==> config.mk <==
export PLATFORM = sky130hd
export DESIGN_NAME = ahb_regfile_slave
export DESIGN_NICKNAME = d
export VERILOG_FILES = /design/src/rtl/ahb_pkg.sv /design/src/rtl/ahb_byte_strobe_gen.sv /design/src/rtl/ahb_regfile_slave.sv
export SDC_FILE = /design/constraint.sdc
export NUM_CORES = 1
export LEC_CHECK = 0
export CAP_MARGIN = 20
export CORE_UTILIZATION = 45
export DETAILED_ROUTE_END_ITERATION = 12
export PLACE_DENSITY = 0.9
export SLEW_MARGIN = 40
export SYNTH_ARGS = -nofsm -noshare
export SYNTH_HDL_FRONTEND = slang
export SYNTH_SLANG_ARGS = --single-unit
==> constraint.sdc <==
create_clock -name hclk -period 6.3 [get_ports hclk]
set_input_delay 1.26 -clock hclk [delete_from_list [all_inputs] [get_ports hclk]]
set_output_delay 1.26 -clock hclk [all_outputs]
set_load 0.02 [all_outputs]
==> src/rtl/ahb_pkg.sv <==
// ahb_pkg: shared AHB-Lite encodings and register-file slave FSM state type
package ahb_pkg;
    localparam logic [1:0] HTRANS_IDLE   = 2'b00;
    localparam logic [1:0] HTRANS_BUSY   = 2'b01;
    localparam logic [1:0] HTRANS_NONSEQ = 2'b10;
    localparam logic [1:0] HTRANS_SEQ    = 2'b11;
    localparam logic HRESP_OKAY  = 1'b0;
    localparam logic HRESP_ERROR = 1'b1;
    typedef enum logic [2:0] {ST_IDLE, ST_WAIT, ST_DATA, ST_ERR1, ST_ERR2} state_t;
endpackage

==> src/rtl/ahb_byte_strobe_gen.sv <==
// ahb_byte_strobe_gen: byte-lane enables and alignment check for one AHB transfer
module ahb_byte_strobe_gen #(
    parameter int DATA_W = 32,
    localparam int NB = DATA_W / 8,
    localparam int OFF_W = (NB > 1) ? $clog2(NB) : 1
) (
    input  logic [2:0]       hsize,
    input  logic [OFF_W-1:0] offset,
    output logic [NB-1:0]    byte_en,
    output logic             misaligned
);
    // lanes offset .. offset + 2**hsize - 1 are written
    always_comb begin
        byte_en = '0;
        for (int k = 0; k < NB; k++)
            byte_en[k] = (k >= int'(offset)) && (k < int'(offset) + (1 << hsize));
    end
    assign misaligned = (int'(offset) & ((1 << hsize) - 1)) != 0;
endmodule

==> src/rtl/ahb_regfile_slave.sv <==
// ahb_regfile_slave: AHB-Lite slave with a small register file, status at index 0 and programmable wait states
module ahb_regfile_slave
    import ahb_pkg::*;
#(
    parameter int DATA_W      = 32,
    parameter int NUM_REGS    = 4,
    parameter int ADDR_W      = 4,
    parameter int WAIT_STATES = 0
) (
    input  logic                       hclk,
    input  logic                       hreset,
    input  logic                       hsel,
    input  logic [ADDR_W-1:0]          haddr,
    input  logic [1:0]                 htrans,
    input  logic                       hwrite,
    input  logic [2:0]                 hsize,
    input  logic [DATA_W-1:0]          hwdata,
    input  logic                       hready,
    input  logic [DATA_W-1:0]          status_in,
    output logic [DATA_W-1:0]          hrdata,
    output logic                       hreadyout,
    output logic                       hresp,
    output logic [NUM_REGS*DATA_W-1:0] reg_out,
    output logic [NUM_REGS-1:0]        wr_pulse
);
    localparam int NB    = DATA_W / 8;
    localparam int LG    = $clog2(NB);
    localparam int OFF_W = (LG > 0) ? LG : 1;
    localparam int RI_W  = (NUM_REGS > 1) ? $clog2(NUM_REGS) : 1;
    localparam logic [2:0] WS_LOAD = (WAIT_STATES > 0) ? 3'(WAIT_STATES - 1) : 3'd0;

    state_t                state, state_d;
    logic [2:0]            cnt, cnt_d;
    logic                  a_write;
    logic [RI_W-1:0]       a_idx;
    logic [NB-1:0]         a_be, byte_en;
    logic                  misaligned, acc, err, commit;
    logic [ADDR_W-LG-1:0]  idx;
    logic [OFF_W-1:0]      off;
    logic [DATA_W-1:0]     regs [NUM_REGS];

    assign idx = haddr[ADDR_W-1:LG];
    assign off = (LG > 0) ? haddr[OFF_W-1:0] : '0;

    ahb_byte_strobe_gen #(.DATA_W(DATA_W)) u_strobe (
        .hsize(hsize), .offset(off), .byte_en(byte_en), .misaligned(misaligned)
    );

    assign acc = hsel && hready && hreadyout && (htrans == HTRANS_NONSEQ || htrans == HTRANS_SEQ);
    assign err = (int'(hsize) > LG) || misaligned || (int'(idx) >= NUM_REGS) || (hwrite && idx == '0);
    assign commit = (state == ST_DATA) && a_write;

    // next state: WAIT counts down, ERR1 always proceeds, other states take new transfers
    always_comb begin
        state_d = state;
        cnt_d = cnt;
        if (state == ST_WAIT) begin
            state_d = (cnt == '0) ? ST_DATA : ST_WAIT;
            cnt_d = (cnt == '0) ? 3'd0 : cnt - 3'd1;
        end else if (state == ST_ERR1) begin
            state_d = ST_ERR2;
        end else if (acc) begin
            state_d = err ? ST_ERR1 : (WAIT_STATES > 0) ? ST_WAIT : ST_DATA;
            cnt_d = (!err && WAIT_STATES > 0) ? WS_LOAD : 3'd0;
        end else begin
            state_d = ST_IDLE;
        end
    end

    // FSM state and address-phase capture
    always_ff @(posedge hclk or posedge hreset) begin
        if (hreset) begin
            state   <= ST_IDLE;
            cnt     <= '0;
            a_write <= 1'b0;
            a_idx   <= '0;
            a_be    <= '0;
        end else begin
            state <= state_d;
            cnt   <= cnt_d;
            if (acc) begin
                a_write <= hwrite;
                a_idx   <= idx[RI_W-1:0];
                a_be    <= byte_en;
            end
        end
    end

    // register file: enabled byte lanes take hwdata at the end of the DATA cycle
    always_ff @(posedge hclk or posedge hreset) begin
        if (hreset) begin
            for (int r = 0; r < NUM_REGS; r++) regs[r] <= '0;
        end else if (commit) begin
            for (int k = 0; k < NB; k++)
                if (a_be[k]) regs[a_idx][8*k +: 8] <= hwdata[8*k +: 8];
        end
    end

    assign wr_pulse  = commit ? (NUM_REGS'(1) << a_idx) : '0;
    assign hrdata    = (state == ST_DATA && !a_write) ? ((a_idx == '0) ? status_in : regs[a_idx]) : '0;
    assign hreadyout = !(state == ST_WAIT || state == ST_ERR1);
    assign hresp     = (state == ST_ERR1 || state == ST_ERR2) ? HRESP_ERROR : HRESP_OKAY;

    for (genvar i = 0; i < NUM_REGS; i++) begin : g_out
        assign reg_out[i*DATA_W +: DATA_W] = regs[i];
    end
endmodule

==> results <==
- The die covers 0.0150 mm2.
- Global routing consumed, over all layers together, 24.8% of the routing resources.
- The total negative setup slack is 0 ns.
- The filler cell count in the final layout is 961.
- The number of optimization iterations in the first detailed-route pass is 4.
- The TritonCTS sink count is 141.
- The post-route fraction of the period consumed by the critical path is 67.3%.
- The critical path launch point type is a flop.
- The placement row count is 43.
- The path class of the tightest hold or removal check is flop to flop.
- The count of boundary I/O pins is 244.
- Ranked by instance count, the synthesized netlist is headed by 141 x dfrtp_1, 130 x mux2_2, 33 x nor2b_1.
- The peak fanout along the critical path is 21.
- The number of endpoints with negative hold slack in the final report is 0.
- The layout-stage area growth over the synthesis result is 49.6%.
- The clock-pin slew reported for the worst setup and hold paths after clock tree synthesis is 0.06 ns.
- The total of hold buffers inserted after clock tree synthesis is 0.
- Summed over all cells, the static leakage comes to 0.00395 uW.
- The signal arrival time at the worst endpoint is 2.98 ns.
- Cells fill 69.6% of the core in the end.
- The peak supply drop is 0.353 mV.
- The number of global-route vias before repair is 4986.
- In this run the post-CTS setup repair buffer count came out at 0.
- The total number of yosys warnings is 0.
- Setup violations remaining at the end of the flow were counted as 0.
- The per-instance average area after synthesis is 15.1 um2.
- The total congestion overflow is 0.
- In this run the remaining antenna-violating nets after routing total 0.
- Among all cell types in the netlist, the one instantiated most often is dfrtp_1.
- The final period demand of the worst path is 4.24 ns.
- Once the floorplan was initialized, standard cells occupied 46.5% of the core.
- The worst slew margin relative to its limit is 49.4%.
- The initial antenna violation count is 0.
- The most used flip-flop cell after synthesis is dfrtp_1.
- The net count of the finished layout is 763.
- The maximum achievable frequency is 236 MHz.
- The TritonCTS clock tree is built.
- The routed layout has 4660 vias.
- The mean number of vias per cell is 5.35.
- The count of inserted antenna diode cells is 0.
- The maximum clock path buffer count is 2.
- Gates resized during post-CTS repair numbered 0.
- The count of flip-flops with a built-in enable after synthesis is 0.
- The die span in x is 123 um.
- The run finished with clean final reports.
- Measured along the y axis, the die boundary spans 123 um.
- Setup repair after global routing left no endpoint under its margin.
- The sequential-to-total area share from yosys stat is 54.0%.
- The largest net degree at the start of global routing is 76.
- The transition time at the pin with the least slew margin is 0.757 ns.
- The cell count after synthesis is 433.
- The class of the most critical setup path is flop to primary output.
- At the end of routability-driven placement, the weighted congestion stood at 0.794.
- The proportion of layout cells with a drive suffix above 1 is 31.4%.
- The number of nets handed over by synthesis was 517.
- The insertion delay to the later sink of the worst-skew pair is 0.41 ns.
- The number of pins with negative max-slew slack in the final report is 0.
- For this run, design rule violations remaining after detail routing come to 0.
- The largest total area in the synthesized netlist belongs to dfrtp_1.
- Summed over its instances, the top area cell type makes up 54.0% of the synthesized netlist area.
- Clock skew on the completed layout was measured at 0.00595 ns.
- Synthesis inferred 141 register bits.
- Dividing the detail-routed wire length by the instance count gives 20.4 um.
- Across the run, the number of max-cap violations was 0.
- Ranked by total cell area, the synthesized netlist is headed by dfrtp_1 54%, mux2_2 22%, mux4_2 11%.
- The total clock buffers created by CTS is 17.
- The wire-length estimate of the detail-placed layout is 12.7 mm.
- The element type at the critical path end is a primary output.
- The setup slack of the worst register-to-register path is 3.85 ns.
- The first global-routing pass estimated 27.4 mm of wire.
- The cell area power density is 479 mW/mm2.
- The count of cell types in the netlist is 36.
- The floorplan core area is 0.0140 mm2.
- The total of buffers placed on input and output ports is 242.
- CTS placed an instance of clkbuf_16 at the clock tree root.
- In this run the cell area of the synthesized design comes to 0.00654 mm2.
- The H-tree was split into 4 levels.
- The share of flip-flops with an asynchronous set or reset is 100%.
- The endpoint required time on the critical path is 5.04 ns.
- The starting DRC count in detailed routing is 160.
- After detailed routing, the total wire length is 17.8 mm.
## kinds of logic after synthesis
logic type	after synthesis	synth area share, %
AOI/OAI and AO/OA	13	1.32
adders and majority gates	6	1.26
buffers and inverters	26	1.61
DFF	141	54.0
muxes	165	33.9
and+or+nand+nor	82	7.91
## path summary, 6_finish.rpt
kind	from	end	depth (start not counted)
worst max-delay path	a_idx[0]$_DFFE_PP0P_	hrdata[12]	4
worst min-delay path	reg_out[5]$_DFFE_PP0P_	reg_out[5]$_DFFE_PP0P_	1
worst max register to register	a_idx[0]$_DFFE_PP0P_	reg_out[61]$_DFFE_PP0P_	4
worst min register to register	reg_out[5]$_DFFE_PP0P_	reg_out[5]$_DFFE_PP0P_	1
max in group asynchronous	hreset	reg_out[115]$_DFFE_PP0P_	3
min in group asynchronous	hreset	reg_out[81]$_DFFE_PP0P_	2
## report_power, final
| part | total [uW] | switching (uW) | internal [uW] |
|---|---|---|---|
| clock | 1050 | 363 | 689 |
| sequential | 1620 | 344 | 1280 |
| combinational | 2010 | 860 | 1150 |
## metrics by stage
stage	cell area [um2]	std cells	worst slack, ns	power [uW]	hold WS (ns)
floorplan	6540	433	1.26	2630	0.478
global placement	9130	840	2.18	3570	0.488
detailed placement	9140	840	2.15	3660	0.491
CTS	9770	871	1.94	4730	0.504
global route	9780	871	1.83	4900	0.512
finish	9780	871	2.06	4690	0.503
## worst max-delay path, cell delays in order, from the launching register on
cell	delay [ns]
dfrtp_2	0.81
buf_4	0.47
mux4_2	0.55
nor2b_1	0.15
clkdlybuf4s50_1	0.56
## routing by layer
| metal | share of wire (%) | track usage (%) |
|---|---|---|
| met4 | 1.5 | 8.00 |
| met5 | 0 | 0 |
| met3 | 5.7 | 6.13 |
| met1 | 40 | 30.1 |
| met2 | 53 | 43.0 |
## cells in the final DEF, fill, tap and decap left out, types with 2 or more instances in the layout
cell type and n:
nor3_1 3, inv_1 8, clkinvlp_4 4, ha_1 5
nand2_1 7, nand2_2 14, bufinv_16 4, nor2b_1 33
mux4_2 32, a21oi_1 4, dfrtp_1 139, nor2_1 7
clkinv_2 3, nand3_1 8, clkbuf_16 17, mux2i_1 2
clkbuf_8 3, a21o_1 2, clkdlybuf4s50_1 242, mux2_2 130
## area by class of cell
type / count / area, um2 / share of cell area [%]
clock buffers: 20 / 467 / 4.77
inverters: 9 / 38.8 / 0.397
flip-flops and latches: 141 / 3530 / 36.1
multi-input cells: 266 / 2910 / 29.7
well taps: 180 / 225 / 2.30
clock inverters: 11 / 165 / 1.69
repair buffers: 244 / 2440 / 25.0
## flip-flops by register name, summed over array words and instances (netlist names)
name,flops
a_write,1
a_be,4
reg_out,128
a_idx,2
cnt,3
state,3
Note: power is estimated with default switching activity, not from simulation.
